--- src/rtl/uart_tx_arbiter_if.sv ---
// Requester-side bundle for uart_tx_arbiter: per-requester req/data with
// ack, plus frame status (owner, busy, done).
interface uart_tx_arbiter_if #(
   parameter int NREQ   = 4,
   parameter int DATA_W = 8
);
   localparam int OWN_W = (NREQ > 1) ? $clog2(NREQ) : 1;

   logic [NREQ-1:0]        req;
   logic [NREQ*DATA_W-1:0] data;
   logic [NREQ-1:0]        ack;
   logic [OWN_W-1:0]       owner;
   logic                   busy;
   logic                   done;

   modport master (
      output req, data,
      input  ack, owner, busy, done
   );

   modport slave (
      input  req, data,
      output ack, owner, busy, done
   );
endinterface

--- src/rtl/uart_tx_arbiter.sv ---
// Round-robin arbiter feeding one 8N1 UART transmitter, one bit per tx_tick.
// Define UART_TX_PARITY_EN to insert an even-parity bit before the stop bit.
module uart_tx_arbiter #(
   parameter int NREQ   = 4,
   parameter int DATA_W = 8
) (
   input  logic             clk,
   input  logic             rst,
   input  logic             tx_tick,
   uart_tx_arbiter_if.slave bus,
   output logic             txd
);
   localparam int OWN_W = (NREQ > 1) ? $clog2(NREQ) : 1;
   localparam int CNT_W = (DATA_W > 1) ? $clog2(DATA_W) : 1;
   localparam logic [CNT_W-1:0] LAST_BIT = CNT_W'(DATA_W - 1);

`ifdef UART_TX_PARITY_EN
   typedef enum logic [2:0] {IDLE, ARM, START, DATA, STOP, PAR} state_t;
`else
   typedef enum logic [2:0] {IDLE, ARM, START, DATA, STOP} state_t;
`endif

   state_t              state_q, state_n;
   logic [DATA_W-1:0]   shift_q, shift_n;
   logic [CNT_W-1:0]    cnt_q, cnt_n;
   logic [OWN_W-1:0]    ptr_q, ptr_n;
   logic [OWN_W-1:0]    owner_q, owner_n;
   logic [NREQ-1:0]     ack_q, ack_n;
   logic                done_q, done_n;
   logic                busy_q, busy_n;
   logic                txd_q, txd_n;
`ifdef UART_TX_PARITY_EN
   logic                par_q, par_n;
`endif

   logic                any_req;
   logic                found;
   logic                grant;
   logic [OWN_W-1:0]    cand;
   logic [OWN_W-1:0]    win;
   logic [OWN_W-1:0]    win_next;
   logic [DATA_W-1:0]   win_data;

   // Rotating search: first asserted req at or after the pointer, modulo NREQ.
   always_comb begin
      any_req = |bus.req;
      found   = 1'b0;
      cand    = '0;
      win     = '0;
      for (int unsigned k = 0; k < NREQ; k++) begin
         cand = OWN_W'((32'(ptr_q) + k) % 32'(NREQ));
         if (!found && bus.req[cand]) begin
            found = 1'b1;
            win   = cand;
         end
      end
      win_data = bus.data[win*DATA_W +: DATA_W];
      win_next = (win == OWN_W'(NREQ - 1)) ? '0 : win + 1'b1;
   end

   always_comb begin
      state_n = state_q;
      shift_n = shift_q;
      cnt_n   = cnt_q;
      ptr_n   = ptr_q;
      owner_n = owner_q;
      txd_n   = txd_q;
      ack_n   = '0;
      done_n  = 1'b0;
      grant   = 1'b0;
`ifdef UART_TX_PARITY_EN
      par_n   = par_q;
`endif
      case (state_q)
         IDLE: if (any_req) begin
            grant   = 1'b1;
            state_n = ARM;
         end
         ARM: if (tx_tick) begin
            txd_n   = 1'b0;
            state_n = START;
         end
         START: if (tx_tick) begin
            txd_n   = shift_q[0];
            shift_n = shift_q >> 1;
            cnt_n   = '0;
            state_n = DATA;
         end
         DATA: if (tx_tick) begin
            if (cnt_q == LAST_BIT) begin
`ifdef UART_TX_PARITY_EN
               txd_n   = par_q;
               state_n = PAR;
`else
               txd_n   = 1'b1;
               state_n = STOP;
`endif
            end else begin
               txd_n   = shift_q[0];
               shift_n = shift_q >> 1;
               cnt_n   = cnt_q + 1'b1;
            end
         end
`ifdef UART_TX_PARITY_EN
         PAR: if (tx_tick) begin
            txd_n   = 1'b1;
            state_n = STOP;
         end
`endif
         STOP: if (tx_tick) begin
            done_n = 1'b1;
            // Re-arbitrate on the stop edge so the next start bit follows with no idle gap.
            if (any_req) begin
               grant   = 1'b1;
               txd_n   = 1'b0;
               state_n = START;
            end else begin
               state_n = IDLE;
            end
         end
         default: state_n = IDLE;
      endcase

      if (grant) begin
         shift_n = win_data;
         ack_n   = NREQ'(1) << win;
         owner_n = win;
         ptr_n   = win_next;
`ifdef UART_TX_PARITY_EN
         par_n   = ^win_data;
`endif
      end
      busy_n = (state_n != IDLE);
   end

   always_ff @(posedge clk or negedge rst) begin
      if (!rst) begin
         state_q <= IDLE;
         shift_q <= '0;
         cnt_q   <= '0;
         ptr_q   <= '0;
         owner_q <= '0;
         ack_q   <= '0;
         done_q  <= 1'b0;
         busy_q  <= 1'b0;
         txd_q   <= 1'b1;
`ifdef UART_TX_PARITY_EN
         par_q   <= 1'b0;
`endif
      end else begin
         state_q <= state_n;
         shift_q <= shift_n;
         cnt_q   <= cnt_n;
         ptr_q   <= ptr_n;
         owner_q <= owner_n;
         ack_q   <= ack_n;
         done_q  <= done_n;
         busy_q  <= busy_n;
         txd_q   <= txd_n;
`ifdef UART_TX_PARITY_EN
         par_q   <= par_n;
`endif
      end
   end

   assign bus.ack   = ack_q;
   assign bus.owner = owner_q;
   assign bus.busy  = busy_q;
   assign bus.done  = done_q;
   assign txd       = txd_q;
endmodule

--- src/flat_wrapper.sv ---
// flat-port wrapper written by rule: the top's interface ports become plain ports
module uart_tx_arbiter_flat 
#(
   parameter int NREQ   = 4,
   parameter int DATA_W = 8
)
  (clk, rst, tx_tick, txd, bus_req, bus_data, bus_ack, bus_owner, bus_busy, bus_done);
  uart_tx_arbiter_if #(.NREQ(NREQ), .DATA_W(DATA_W)) bus_i ();
  input  logic clk;
  input  logic rst;
  input  logic tx_tick;
  output logic txd;
  input wire logic [$bits(bus_i.req)-1:0] bus_req;
  input wire logic [$bits(bus_i.data)-1:0] bus_data;
  output wire logic [$bits(bus_i.ack)-1:0] bus_ack;
  output wire logic [$bits(bus_i.owner)-1:0] bus_owner;
  output wire logic [$bits(bus_i.busy)-1:0] bus_busy;
  output wire logic [$bits(bus_i.done)-1:0] bus_done;
  assign bus_i.req = bus_req;
  assign bus_i.data = bus_data;
  assign bus_ack = bus_i.ack;
  assign bus_owner = bus_i.owner;
  assign bus_busy = bus_i.busy;
  assign bus_done = bus_i.done;
  uart_tx_arbiter #(.NREQ(NREQ), .DATA_W(DATA_W)) u_core (.clk(clk), .rst(rst), .tx_tick(tx_tick), .bus(bus_i), .txd(txd));
endmodule
--- config.mk ---
export PLATFORM = sky130hd
export DESIGN_NAME = uart_tx_arbiter_flat
export DESIGN_NICKNAME = d
export VERILOG_FILES = /design/src/rtl/uart_tx_arbiter_if.sv /design/src/rtl/uart_tx_arbiter.sv /design/src/flat_wrapper.sv
export SDC_FILE = /design/constraint.sdc
export NUM_CORES = 1
export LEC_CHECK = 0
export ABC_AREA = 1
export CAP_MARGIN = 20
export CORE_MARGIN = 2
export CORE_UTILIZATION = 40
export CTS_CLUSTER_DIAMETER = 150
export DETAILED_ROUTE_END_ITERATION = 10
export PLACE_DENSITY = 0.75
export SLEW_MARGIN = 40
export SYNTH_ARGS = -nofsm -noshare
export SYNTH_HDL_FRONTEND = slang
export SYNTH_SLANG_ARGS = --single-unit
--- constraint.sdc ---
create_clock -name clk -period 1.8 [get_ports clk]
set_clock_uncertainty 0.2 [all_clocks]
set_input_delay 0.36 -clock clk [delete_from_list [all_inputs] [get_ports clk]]
set_output_delay 0.36 -clock clk [all_outputs]
set_load 0.02 [all_outputs]
# Word-level counts from Yosys, hierarchy flattened
# Index checks and enable logic that the tools add are counted.
[classes]
order_cmp = 4
n_eq_ne = 15
n_reduce_logical = 15
n_div = 0
bitwise = 0
muxes = 46
addsub = 5
n_mul = 0
shift = 2
[op_table]
columns = ["op", "n"]
rows = [
  ["$mux W8", 4],
  ["$shiftx A32 B6 Y8", 1],
  ["$mux W3", 9],
  ["$mux W1", 17],
  ["$pmux W8 S2", 1],
  ["$pmux W3 S5", 1],
  ["$lt A2 B3 Y1 const B", 4],
  ["$mux W2", 6],
  ["$ne A2 B2 Y1 const B", 5],
  ["$ne A3 B2 Y1 const B", 3],
  ["$bmux W1 S2", 4],
  ["$reduce_and A4 Y1", 2],
  ["$eq A3 B2 Y1 const B", 2],
  ["$eq A3 B3 Y1 const B", 2],
  ["$pmux W3 S2", 1],
  ["$reduce_and A6 Y1", 1],
  ["$reduce_bool A3 Y1", 2],
  ["$add A2 B1 Y2 const B", 2],
  ["$add A2 B2 Y2 const B", 2],
  ["$mux W4", 1],
  ["$pmux W1 S4", 1],
  ["$reduce_bool A4 Y1", 1],
  ["$reduce_or A4 Y1", 1],
  ["$shl A1 B2 Y4 const A", 1],
  ["9 further kinds", 13],
]
[word_totals]
romBits = 0
mem_count = 0
output_inout_bits = 9
input_bits = 39
ram_bits = 0
wordCells = 96
regBits = 25
latchBits = 0

# Logic depth before layout (Yosys ltp)
[depth]
ltp_word = 14
ltp_mapped = 16
mapped_depth_nobuf = 15

# Least setup slack after synthesis
# Ideal clock, no wire load.
[synth_timing]
kind = "register to register"
start = "reg u_core.ptr_q[0]"
end = "reg u_core.ptr_q[1]"
t_arrival_ns = 1.629
slack_ns = -0.156
setup_ns = 0.126
path_stages_with_launch = 13
synth_period_minus_slack_ns = 1.956
path_cell_list = "dfrtp_1 > buf_6 > nand2_2 > nand2_1 > nand2_1 > nand2_2 > nor2_4 > nand2_2 > nand3_1 > nand2_2 > ha_1 > nand2_1 > o21ai_0"
[synth_via]
elab_chain_cells = 14
elab_cells_between_ends = 27
cone_classes = "add/sub (4); eq/ne (1); mux (16); reduce/logical (6)"
[synth_rtl]
columns = ["element", "line_no", "rtl"]
rows = [
  ["start: declaration", "uart_tx_arbiter.sv:26", "logic [OWN_W-1:0] ptr_q, ptr_n;"],
  ["start signal: assignment", "uart_tx_arbiter.sv:154", "ptr_q <= ptr_n;"],
  ["branches (longest 11 deep; another with $add A2 B1 Y2)", "--", ""],
  ["$mux W2 *", "uart_tx_arbiter.sv:52", "if (!found && bus.req[cand]) begin"],
  ["net u_core.win[0]", "uart_tx_arbiter.sv:40", "logic [OWN_W-1:0] win;"],
  ["$add A2 B1 Y2 / $eq A2 B2 Y1 (equally long branches)", "uart_tx_arbiter.sv:58", "win_next = (win == OWN_W'(NREQ - 1)) ? '0 : win + 1'b1;"],
  ["$mux W2 *", "uart_tx_arbiter.sv:58", ""],
  ["net u_core.win_next[1]", "uart_tx_arbiter.sv:41", "logic [OWN_W-1:0] win_next;"],
]
# Mark *: on every way through the listed nets, which the timed path passes. The select of a mux whose other input is x is not followed.
# A chain may end at the register's enable or synchronous reset.

# Worst setup path in the final report
[layout_timing]
start = "reg u_core.ptr_q[0]"
end = "reg u_core.shift_q[6]"
[layout_via]
elab_chain_cells = 14
elab_cells_between_ends = 26
cone_classes = "add/sub (3); shift (1); mux (16); reduce/logical (6)"
[layout_rtl]
columns = ["element", "line_no", "rtl"]
rows = [
  ["branches (longest 11 deep; another with $add A2 B1 Y2)", "--", ""],
  ["$mux W2 *", "uart_tx_arbiter.sv:52", ""],
  ["net u_core.win[1]", "uart_tx_arbiter.sv:40", ""],
  ["$shiftx A32 B6 Y8 *", "uart_tx_arbiter.sv:57", "win_data = bus.data[win*DATA_W +: DATA_W];"],
  ["$mux W8 *", "uart_tx_arbiter.sv:124", "if (grant) begin"],
  ["end signal: assignment", "uart_tx_arbiter.sv:152", "shift_q <= shift_n;"],
  ["end: declaration", "uart_tx_arbiter.sv:24", "logic [DATA_W-1:0] shift_q, shift_n;"],
]
# Marked as above.

==> results.md <==
* Run status: complete, but fails checks
* Violated checks: negative setup slack
* Initial antenna violation count at 0
* Die Footprint at approximately 5100 um^2
* Area share of the largest cell type after synthesis at roughly 33%
* Deepest clock path buffer count at 2
* Crit share post-route at 117.2%
* Top cells by count, synth: nand2_1, inv_1, nand3_1
* Worst min path class: in2async
* Chip width at 71.37 um
* GRT overflow at 0
* Main combinational cell family by area after synthesis: simple AND/OR/NAND/NOR gates
* Max Clk Rate at 474.2 MHz
* Synth Area in Adders at about 4.1%
* # IOs at between 40 and 50
* Number of nets with antenna violations after routing at 0
* Vias in the first global route at roughly 1800
* CTS clock-pin slew for the worst setup and hold paths at 90 ps
* H-tree levels at 1
* Final wirelength at ~5200 um
* DRC errors left at 0
* Clk_lat worst skew at around 270 ps
* Final hold violations at 0
* Synth Register Bits at 25
* CP Capture Type: register
* Critical path class: reg2reg
* CTS root buffer: clkbuf_8
* Design area at approximately 3000 um^2
* Max-cap viol count at 0
* CP Data Arrival Time at 2120 ps
* DR vias at just over 2000
* Syn. warnings at 0
* Routed wire per std cell at approximately 13 um
* DRT Pass-1 Iters at 5
* Antenna Cells at 0
* Post-Place Setup Slack at -546.3 ps
* Area taken by multi-input logic gates at 1176 um^2
* Placed Area at about 2600 um^2
* Detailed Place HPWL at 3471 um
* Setup TNS at -3822 ps
* PwrDens at 1920 nW/um^2
* Startpoint types: register
* Die height at between 70 and 80 um
* Number of flops mapped to enable cells by yosys at 0
* Post-synthesis mux area share at 0%
* Post-Synth XOR/XNOR Area at 0%
* Initial Utilization at a little over two fifths
* CORE AREA at 4354 um^2
* Cells after synthesis at 264
* RSZ-0062 raised after global routing: yes
* Largest net degree at the start of global routing at 26
* Sink Count at 25
* Pins Over Slew Limit at 0
* Compound-Gate Fraction of Synth Area at 10.68%
* FP Rows at 24
* Critical Path RT at between 1500 and 2000 ps
* Post-synthesis instance area at around 1800 um^2
* First-pass GRT wire length at ~7700 um
* Simple-gate share of the synthesized area at 36.66%
* Syn_nets at slightly above 300
* Register area share after synthesis at about a third
* Peak VDD IR at 0.001228 V
* Initial drt markers at roughly 130
* Synth cell types at 32
* Layout cells sized above 1 at a little under a third
* Fillers at between 300 and 400
* Final min period at 2109 ps
* Cell taking the most area after synthesis: dfrtp_1
* Total global-route track usage at a little under a fifth
* CTS tree: built
* Leak at ~1.5 nW
* Slew HR at about three quarters
* Worst-Margin Slew at 350.6 ps
* RD Place Congestion at about 0.93
* Fin nets at around 400
* TritonCTS buffer count at 3
* CTS Hold Bufs at 0
* Setup-failing EPs final at 16
* Vias/cell at roughly 5.0
* Most used DFF post-synth: dfrtp_1
* Syn Area/Cell at a little under 7 um^2
* Area growth from synthesis to layout at 64.37%
* Register area at 629.4 um^2
* Async SR Flop Fraction at 100.0%
* Synth top area cells: dfrtp_1, nand2_1, inv_1
* Crit path max fanout at 9
* Final hold slack at ~250 ps
* # port buffers at 47
* Final worst slack at -308.8 ps
* Most frequent cell after synthesis: nand2_1
## metal layers
layer / vias up / global-route usage (%) / part of all wire (%)
met5: - / 0 / 0
met4: 0 / 4.822 / 1.6
met3: 12 / 1.828 / 6.2
met2: 84 / 32.82 / 51
met1: 925 / 23.82 / 42
li1: 1011 / - / -
## power by group
group / total [mW] / leakage [nW] / internal [mW] / switching [mW]
Clock: 0.330 / 0.0228 / 0.158 / 0.172
Sequential: 0.951 / 0.307 / 0.804 / 0.146
Combinational: 4.45 / 1.21 / 1.99 / 2.45
## worst paths after layout
path | start | to | slack [ps] | depth (start not counted)
min reg2reg | u_core.cnt_q[2]$_DFFE_PN0P_ | u_core.cnt_q[2]$_DFFE_PN0P_ | 300 | 2
min in group clk | u_core.cnt_q[2]$_DFFE_PN0P_ | u_core.cnt_q[2]$_DFFE_PN0P_ | 300 | 2
max reg2reg | u_core.ptr_q[0]$_DFFE_PN0P_ | u_core.shift_q[6]$_DFFE_PN0P_ | -310 | 12
max | u_core.ptr_q[0]$_DFFE_PN0P_ | u_core.shift_q[6]$_DFFE_PN0P_ | -310 | 12
max in group asynchronous | rst | u_core.txd$_DFFE_PN1P_ | 870 | 2
min | rst | u_core.cnt_q[2]$_DFFE_PN0P_ | 250 | 2
## state kept, by name, indices dropped and copies added (netlist names)
signal	cells
u_core.state_q	3
u_core.bus.done	1
u_core.bus.owner	2
u_core.cnt_q	3
u_core.shift_q	8
u_core.bus.busy	1
u_core.bus.ack	4
u_core.txd	1
u_core.ptr_q	2
## placed cells by master (no fill, tap or decap), types with 5 or more instances in the layout
| master | count |
|---|---|
| nand2_1 | 57 |
| inv_1 | 46 |
| clkdlybuf4s50_1 | 38 |
| buf_4 | 34 |
| dfrtp_1 | 22 |
| nor2_1 | 21 |
| nand3_1 | 20 |
| nand3_2 | 13 |
| o21ai_0 | 11 |
| nand2_4 | 11 |
| nand2_2 | 9 |
| o211ai_1 | 6 |
| dlygate4sd2_1 | 6 |
| buf_6 | 6 |
| inv_2 | 5 |
## worst max-delay path, cell delays in order, from the launching register on
cell and delay [ps]:
dfrtp_2 430, clkinv_4 110, nand2_1 130, nand2_4 80, nand2_2 90, nand2_4 80, nor2_4 140, nand3b_1 140
nand3_4 140, inv_6 70, nor2_4 180, nand3_1 130, nand3_1 130
## through the flow
step	total power, mW	instances	util [%]
final	5.728	405	68.53
after global routing	6.159	405	68.53
after CTS	4.758	391	62.30
after detailed placement	4.229	386	59.91
after global placement	4.152	386	59.91
after floorplan	3.219	264	-
## kinds of logic (layout without fill, tap and decap cells)
family          count (synthesis)  in the layout
fa+ha+maj                       6              6
flops                          25             25
simple gates                  143            145
buf+inv                        61            148
compound gates                 29             29
## area by class of cell
class	instances	area share (%)
clock buffers	4	1.509
inverters	54	7.212
multi-input cells	180	39.41
flip-flops and latches	25	21.09
well taps	52	2.180
repair buffers	90	28.60
## what timing repair did
item | in CTS | in global routing
endpoints found under the setup margin | 19 | 22
buffers inserted | 1 | 12
pin swaps | 15 | 16
gates cloned | 0 | 2
resized for setup | 19 | 35
No activity file was read; power rests on OpenSTA's default activity.
